**src/rtl/led_event_sched.sv**
```systemverilog
// Shared active-low RGB status LED arbiter: latches event pulses, shows each granted
// requester's colour for a hold time, then a dark gap; a sticky error overrides all.
module led_event_sched #(
    parameter int          HOLD_CYC   = 2400000,
    parameter int          GAP_CYC    = 240000,
    parameter int          BLINK_HALF = 300000,
    parameter int          CNT_W      = 24,
    parameter logic [2:0]  COL0       = 3'b010,
    parameter logic [2:0]  COL1       = 3'b001,
    parameter logic [2:0]  COL2       = 3'b011,
    parameter logic [2:0]  COL3       = 3'b110,
    parameter logic [2:0]  ERR_COL    = 3'b100
) (
    input  logic       i_clk,
    input  logic       i_res,
    input  logic [3:0] i_req,
    input  logic [2:0] i_bg_rgb,
    input  logic       i_err,
    input  logic       i_err_clr,
    output logic       o_led_r,
    output logic       o_led_g,
    output logic       o_led_b,
    output logic [3:0] o_grant,
    output logic       o_busy,
    output logic       o_err
);

    typedef enum logic [1:0] {IDLE, SHOW, GAP, ERROR} state_t;

    localparam logic [CNT_W-1:0] HOLD_LAST  = CNT_W'(HOLD_CYC - 1);
    localparam logic [CNT_W-1:0] GAP_LAST   = CNT_W'(GAP_CYC - 1);
    localparam logic [CNT_W-1:0] BLINK_LAST = CNT_W'((BLINK_HALF == 0) ? 0 : BLINK_HALF - 1);

    state_t           state, state_nx;
    logic [3:0]       pend, clr;
    logic             err;
    logic [CNT_W-1:0] cnt, cnt_nx, bcnt, bcnt_nx;
    logic             phase, phase_nx;
    logic [1:0]       g, g_nx;
    logic [2:0]       colour;
    logic [3:0]       grant_nx;

    function automatic logic [1:0] top_bit(input logic [3:0] v);
        if (v[3])      return 2'd3;
        else if (v[2]) return 2'd2;
        else if (v[1]) return 2'd1;
        else           return 2'd0;
    endfunction

    function automatic logic [2:0] col_of(input logic [1:0] idx);
        case (idx)
            2'd0:    return COL0;
            2'd1:    return COL1;
            2'd2:    return COL2;
            default: return COL3;
        endcase
    endfunction

    always_comb begin
        state_nx = state;
        cnt_nx   = cnt;
        bcnt_nx  = bcnt;
        phase_nx = phase;
        g_nx     = g;
        clr      = '0;
        colour   = 3'b000;
        grant_nx = '0;
        case (state)
            IDLE: begin
                colour = i_bg_rgb;
                if (err) begin
                    state_nx = ERROR;
                    cnt_nx   = '0;
                end else if (pend != 4'b0000) begin
                    state_nx = SHOW;
                    g_nx     = top_bit(pend);
                    cnt_nx   = '0;
                    bcnt_nx  = '0;
                    phase_nx = 1'b1;
                end
            end
            SHOW: begin
                colour   = phase ? col_of(g) : 3'b000;
                grant_nx = 4'b0001 << g;
                // Error aborts the display but leaves pend[g] set so it is replayed later.
                if (err) begin
                    state_nx = ERROR;
                    cnt_nx   = '0;
                end else begin
                    if (BLINK_HALF != 0) begin
                        if (bcnt == BLINK_LAST) begin
                            bcnt_nx  = '0;
                            phase_nx = ~phase;
                        end else begin
                            bcnt_nx = bcnt + 1'b1;
                        end
                    end
                    if (cnt == HOLD_LAST) begin
                        clr[g]   = 1'b1;
                        state_nx = GAP;
                        cnt_nx   = '0;
                    end else begin
                        cnt_nx = cnt + 1'b1;
                    end
                end
            end
            GAP: begin
                if (err) begin
                    state_nx = ERROR;
                    cnt_nx   = '0;
                end else if (cnt == GAP_LAST) begin
                    state_nx = IDLE;
                    cnt_nx   = '0;
                end else begin
                    cnt_nx = cnt + 1'b1;
                end
            end
            default: begin
                colour = ERR_COL;
                if (!err) begin
                    state_nx = IDLE;
                    cnt_nx   = '0;
                end
            end
        endcase
    end

    always_ff @(posedge i_clk or posedge i_res) begin
        if (i_res) begin
            state   <= IDLE;
            pend    <= '0;
            err     <= 1'b0;
            cnt     <= '0;
            bcnt    <= '0;
            phase   <= 1'b1;
            g       <= 2'd0;
            o_led_r <= 1'b1;
            o_led_g <= 1'b1;
            o_led_b <= 1'b1;
            o_grant <= '0;
            o_busy  <= 1'b0;
        end else begin
            state   <= state_nx;
            // A new pulse in the same cycle as its clear re-arms the request.
            pend    <= (pend & ~clr) | i_req;
            err     <= (err & ~i_err_clr) | i_err;
            cnt     <= cnt_nx;
            bcnt    <= bcnt_nx;
            phase   <= phase_nx;
            g       <= g_nx;
            {o_led_r, o_led_g, o_led_b} <= ~colour;
            o_grant <= grant_nx;
            o_busy  <= (state != IDLE);
        end
    end

    assign o_err = err;

endmodule

```
**config.mk**
```make
export PLATFORM = sky130hd
export DESIGN_NAME = led_event_sched
export DESIGN_NICKNAME = d
export VERILOG_FILES = /design/src/rtl/led_event_sched.sv
export SDC_FILE = /design/constraint.sdc
export NUM_CORES = 1
export LEC_CHECK = 0
export BUFFER_PORTS_ARGS = -buffer_cell sky130_fd_sc_hd__buf_2
export CAP_MARGIN = 20
export CORE_ASPECT_RATIO = 0.75
export CORE_MARGIN = 3
export CORE_UTILIZATION = 40
export CTS_BUF_LIST = sky130_fd_sc_hd__clkbuf_4 sky130_fd_sc_hd__clkbuf_8 sky130_fd_sc_hd__clkbuf_16
export DETAILED_ROUTE_END_ITERATION = 8
export HOLD_SLACK_MARGIN = 0.06
export PLACE_DENSITY = 0.6
export SYNTH_ARGS = -nofsm -noshare
export SYNTH_HDL_FRONTEND = slang
export SYNTH_SLANG_ARGS = --single-unit
```
**constraint.sdc**
```tcl
create_clock -name i_clk -period 2.05 [get_ports i_clk]
set_input_delay 0.205 -clock i_clk [delete_from_list [all_inputs] [get_ports i_clk]]
set_output_delay 0.205 -clock i_clk [all_outputs]
set_load 0.05 [all_outputs]
```
==> flow_summary.json, run 1 <==
{
  "cts_root_buf": "clkbuf_16",
  "design.die.area_um2": 10670,
  "crit_slowest_cell": "dfrtp_1",
  "synth-edff-count": 0,
  "place_inst": 550,
  "final.min_clock_period_ns": 1.976,
  "cts_tree": "built",
  "synth_nets": 406,
  "timing.final.crit_share_pct": 96.41,
  "wirelength_mm": 8.765,
  "die_h_um": 90.22,
  "avgSynthCellArea_um2": 9.850,
  "timing.slew.headroom_pct": 57.57,
  "arrival_ns": 2.18,
  "finalClockSkew_ns": 0.008353,
  "synth_cell_types": 63,
  "drc_errors": 0,
  "start_util_pct": 41.47,
  "grt_use_total_pct": 16.99,
  "peakVddDrop_mv": 0.5357,
  "synth.top_cell.area_share_pct": 41.02,
  "vias": 3108,
  "outcome": "complete, no violations",
  "setup_viol": 0,
  "chipWidth_um": 118.3,
  "crit_family": "compound AO/OA/AOI/OAI gates",
  "grt_max_degree": 27,
  "synth_largest_area_cell": "dfrtp_1",
  "ys.flop_type": "dfrtp_1",
  "final_nets": 465,
  "critical_path_required_ns": 2.25,
  "startpoint_type": "register",
  "grt_pass1_wl_mm": 14.62,
  "fillers": 809,
  "gr-total-overflow": 0,
  "worst-path-buf-inv": 1,
  "crit_path_max_fanout": 6,
  "viasPerCell": 5.396,
  "diodes": 0,
  "grt_setup_unrepaired": "no",
  "drive_above_1_share_pct": 25.00,
  "max_stage_delay_ns": 0.44,
  "leakagePower_nw": 2.040,
  "post-route-util_pct": 51.65,
  "hold_path.class": "in -> reg",
  "ant_nets": 0,
  "async_flop_share_pct": 100.0,
  "crit_type": "reg -> reg",
  "areaGrowthSynthToFinish_pct": 24.55,
  "io_pins": 20,
  "synth_cells": 384,
  "cts.sinks": 66,
  "drv_cap": 0,
  "seq_area_frac_synth_pct": 43.80,
  "max_freq_mhz": 506.0,
  "grt_antenna_before_repair": 0,
  "instances_no_fill": 576,
  "io_buffer_count": 19,
  "synth.ff_latch_count": 66,
  "drt-initial-drc-count": 145,
  "yosysWarnings": 0,
  "cts.path.max_buffers": 2,
  "place_hpwl_mm": 6.273,
  "cts_buffers": 9,
  "dr.pass1.iters": 4,
  "num_rows": 30,
  "htreeDepth": 3,
  "post_drt_wl_per_cell_um": 15.22,
  "ys_top_cells_by_area": "dfrtp_1, xor2_1, nand4_1",
  "tightestPinTransition_ns": 0.6355,
  "place_congestion": 0.8407,
  "coreArea_um2": 9121,
  "syn-cell-area_um2": 3782,
  "slew_violations": 0,
  "grt_pass1_vias": 2951,
  "clk_latency_ns": 0.33,
  "clkTransAtPathRegs_ns": 0.05,
  "power_density_nw_per_um2": 996.3,
  "hold_viol_final": 0,
  "path_cells": "nor4b_4 -> nand3_2 -> o31a_4 -> buf_4 -> o21ai_4 -> o211ai_1",
  "endpoint_kind": "register"
}
-- flip-flops by register name (all words and copies together) (netlist names) --
| register | count |
|---|---|
| phase | 1 |
| g | 2 |
| state | 2 |
| o_busy | 1 |
| o_led_r | 1 |
| o_led_b | 1 |
| o_led_g | 1 |
| bcnt | 24 |
| o_err | 1 |
| cnt | 24 |
| pend | 4 |
| o_grant | 4 |
-- layout by cell type (no fill, tap or decap), types with 11 or more instances in the layout --
cell type and instances:
dfrtp_1 62, buf_4 38, nand2_1 33, nor2_1 27
nand4_1 23, xor2_1 21, a21oi_1 20, buf_2 19
inv_1 17, o21ai_0 15, and3_1 11
-- repair_timing --
item | CTS | global route
hold buffers | 6 | 0
setup endpoints to repair | 11 | 40
setup buffers | 0 | 4
endpoints found under the hold margin | 27 | 0
resized for setup | 1 | 14
pin swaps | 0 | 6
-- kinds of logic after synthesis --
family	synth area share [%]
compound gates	14.82
simple gates	25.27
xor+xnor	6.947
mux	0.8600
flops	43.80
buf+inv	4.664
fa+ha+maj	3.639
-- power breakdown --
part | total, mW | switching (mW) | leakage, nW | internal [mW]
Combinational | 1.62 | 1.04 | 1.02 | 0.582
Clock | 1.55 | 0.545 | 0.150 | 1.00
Sequential | 1.53 | 0.0769 | 0.869 | 1.45
-- area by class of cell --
class                           instances  area (um2)  area share [%]
Inverter                               18       67.56           1.434
Multi-Input combinational cell        282        2021           42.90
Clock inverter                          4       51.30           1.089
Clock buffer                           12       254.0           5.392
Tap cell                              128       160.2           3.400
Sequential cell                        66        1657           35.17
Timing Repair Buffer                   66       500.5           10.62
-- synthesized netlist by cell type, types with 2 or more instances --
| cell type | n |
|---|---|
| nor2b_1 | 2 |
| a41oi_1 | 2 |
| or3_1 | 2 |
| and3_1 | 11 |
| o21ai_0 | 15 |
| o211ai_1 | 7 |
| and4_1 | 5 |
| buf_4 | 3 |
| nor4_1 | 8 |
| and2_1 | 12 |
| nand2b_1 | 3 |
| xor2_1 | 21 |
| xnor2_1 | 9 |
| nor2_1 | 28 |
| ha_1 | 11 |
| nand3_1 | 9 |
| o22ai_1 | 2 |
| dfrtp_1 | 62 |
| nor4b_1 | 4 |
| o21ai_2 | 3 |
| o2111ai_1 | 8 |
| a22oi_1 | 2 |
| buf_2 | 5 |
| nand4_1 | 23 |
| clkbuf_1 | 6 |
| inv_1 | 18 |
| nand4_2 | 2 |
| nor3_1 | 5 |
| nand2_1 | 33 |
| buf_6 | 3 |
| a21o_1 | 4 |
| a21oi_1 | 21 |
| nand3_2 | 2 |
| dfstp_2 | 4 |
-- layer usage --
| layer | up-vias | part of all wire, % | GRT usage (%) | routed length, um |
|---|---|---|---|---|
| li1 | 1511 | - | - | - |
| met1 | 1529 | 51 | 24.71 | 4459 |
| met4 | 0 | 1.3 | 5.659 | 112 |
| met2 | 57 | 43 | 24.54 | 3810 |
| met3 | 11 | 4.4 | 4.340 | 382 |
| met5 | - | 0 | 0 | 0 |
-- worst register-to-register path, cell delays in order, from the launching register on --
cell	delay, ns
dfrtp_1	0.44
nor4b_4	0.35
nand3_2	0.13
o31a_4	0.40
buf_4	0.19
o21ai_4	0.22
o211ai_1	0.12
-- final timing paths --
kind,from,to,slack (ns),cells after the start
min,i_req[2],pend[2],0.07,2
min in group asynchronous,i_res,cnt[17],0.51,3
max in group asynchronous,i_res,o_led_r,0.91,4
max,cnt[23],cnt[19],0.07,6
min reg2reg,cnt[1],cnt[1],0.52,2
max reg2reg,cnt[23],cnt[19],0.07,6
-- stage by stage --
step	setup WS (ns)	area (um2)	setup TNS, ns	power (mW)	hold WS (ns)
after floorplan	0.01214	3782	0	2.600	0.2634
after global placement	0.03867	4244	0	3.042	0.3222
after detailed placement	-0.03092	4244	-0.2276	3.060	0.3324
after CTS	0.005485	4617	0	4.655	0.06366
after global routing	0.001763	4711	0	4.963	0.06538
final	0.07355	4711	0	4.694	0.07189
Note: power is estimated with default switching activity, not from simulation.
==> inputs of run 2 (changes only) <==
- PLACE_DENSITY: 0.6 -> 0.66
==> run 2 against run 1 <==
Compared with the run above:
- global-route usage grew 0.26 points
- flip-flop and latch count is the same
- fmax up 0.42%
- power rose by 3.5%
==> flow_summary.json, run 2 (same netlist as run 1, synthesis figures left out) <==
{
  "mostFrequentLayoutCells": "dfrtp_1, nand2_1, buf_4, nor2_1, nand4_1",
  "rr_endpoint": "state[0]",
  "place_hpwl_mm": 6.101,
  "power_frac_comb_pct": 32.2,
  "crit_type": "reg -> reg",
  "wirelength_mm": 8.865,
  "p_switching_mw": 1.669,
  "die_h_um": 90.22,
  "slew_violations": 0,
  "drt-initial-drc-count": 223,
  "hold_viol_final": 0,
  "met3_usage_pct": 5.283,
  "dr.pass1.iters": 5,
  "largestRegisters": "bcnt (24), cnt (24)",
  "final_nets": 457,
  "io_pins": 20,
  "arrival_ns": 2.18,
  "min_path_cells": 2,
  "place_congestion": 0.8095,
  "swShare_pct": 34.37,
  "diodes": 0,
  "viasPerCell": 5.431,
  "r2r_cells": 5,
  "use_met2_pct": 23.78,
  "grt_pass1_vias": 2945,
  "drive_above_1_share_pct": 24.32,
  "min_from": "i_req[2]",
  "grt.met1_usage_pct": 25.46,
  "busiest_layer": "met1",
  "setup_viol": 0,
  "clkTransAtPathRegs_ns": 0.06,
  "cts.path.max_buffers": 2,
  "coreArea_um2": 9121,
  "timing.slew.headroom_pct": 65.80,
  "clk_latency_ns": 0.33,
  "drv_cap": 0,
  "areaGrowthSynthToFinish_pct": 24.05,
  "grt_antenna_before_repair": 0,
  "place_area_um2": 4199,
  "grt_setup_unrepaired": "no",
  "io_buffer_count": 19,
  "power_density_nw_per_um2": 1035,
  "critical_path_required_ns": 2.26,
  "vias": 3085,
  "tns_ns": 0,
  "post_drt_wl_per_cell_um": 15.61,
  "cts_buffers": 9,
  "cts_root_buf": "clkbuf_16",
  "num_rows": 30,
  "p_seq_share_pct": 31.5,
  "gr-total-overflow": 0,
  "endpoint_kind": "register",
  "r2r-start": "cnt[23]",
  "ant_nets": 0,
  "outcome": "complete, no violations",
  "leakagePower_nw": 2.009,
  "chipWidth_um": 118.3,
  "finalClockSkew_ns": 0.009226,
  "layout_commonest_cell": "dfrtp_1",
  "cts_tree": "built",
  "grt_max_degree": 67,
  "final.min_clock_period_ns": 1.968,
  "r2r_slack_ns": 0.08,
  "final_cell_area_um2": 4692,
  "clock_power_share_pct": 36.3,
  "whs_endpoint": "pend[2]",
  "crit_path_max_fanout": 4,
  "start_util_pct": 41.47,
  "design.die.area_um2": 10670,
  "grt_pass1_wl_mm": 14.78,
  "startpoint_type": "register",
  "grt_use_total_pct": 17.25,
  "hold_path.class": "in -> reg",
  "htreeDepth": 3,
  "tightestPinTransition_ns": 0.5118,
  "peakVddDrop_mv": 0.5091,
  "fillers": 800,
  "timing.final.crit_share_pct": 96.00,
  "drc_errors": 0,
  "cts.sinks": 66,
  "p_int_mw": 3.187,
  "max_freq_mhz": 508.1
}
run 2: cell types whose count changed in the layout (fill, tap and decap cells not counted), moves of 2 or more:
cell / change
nor4_2: +3
nor4_1: -3
ha_2: -2
bufinv_16: +2
dfrtp_1: -2
buf_4: -10
ha_1: +2
dfrtp_2: +2
clkbuf_4: -2
run 2: final cells by class:
type	instances	area (um2)	share of cell area (%)
tap	128	160.2	3.413
sequential	66	1659	35.36
clock inverter	7	116.4	2.480
multi-input combinational	282	2017	42.99
clock buffer	9	225.2	4.800
timing repair buffer	58	446.7	9.520
inverter	18	67.56	1.440
run 2: critical path, stage by stage, from the launching register on:
cell and delay (ns):
dfrtp_2 0.44, nor4b_4 0.32, nand3_2 0.12, o31a_4 0.41, nor3_4 0.23, mux2_1 0.34
run 2: how the worst max path moves through the flow:
stage,startpoint,cells after the start,end
3_5_place_dp,cnt[13],6,cnt[23]
6_report,cnt[23],5,state[0]
4_1_cts,cnt[13],6,cnt[23]
3_3_place_gp,cnt[13],6,cnt[19]
5_1_grt,state[1],7,cnt[4]
2_1_floorplan,o_err,5,state[0]
run 2: power by group through the flow:
stage | combinational [mW] | sequential, mW | clock (mW)
6_report | 1.56 | 1.53 | 1.76
3_5_place_dp | 1.48 | 1.55 | 0
3_3_place_gp | 1.44 | 1.55 | 0
4_1_cts | 1.50 | 1.53 | 1.79
5_1_grt | 1.71 | 1.55 | 1.84
2_1_floorplan | 0.863 | 1.74 | 0
run 2: repair_timing:
action / 4_1_cts / 5_1_grt
setup endpoints to repair: 0 / 28
gates resized for setup: 0 / 17
endpoints found under the hold margin: 67 / 0
hold buffers: 7 / 0
buffers inserted: 0 / 1
run 2: per-stage QoR:
| step | utilization [%] | setup slack, ns | hold WS [ns] | std cells | total power, mW |
|---|---|---|---|---|---|
| 3_3_place_gp | 46.04 | 0.08446 | 0.3055 | 544 | 2.993 |
| 2_1_floorplan | - | 0.01214 | 0.2634 | 384 | 2.600 |
| 6_report | 51.44 | 0.08191 | 0.07688 | 568 | 4.856 |
| 3_5_place_dp | 46.04 | 0.02847 | 0.3068 | 544 | 3.031 |
| 5_1_grt | 51.44 | 0.004433 | 0.08382 | 568 | 5.098 |
| 4_1_cts | 50.55 | 0.01580 | 0.06002 | 567 | 4.822 |
run 2: metal layers:
layer  wire [um]  up-vias
met5           0        -
met2        3721       78
met3         488       12
met1        4542     1495
met4         112        0
li1            -     1500
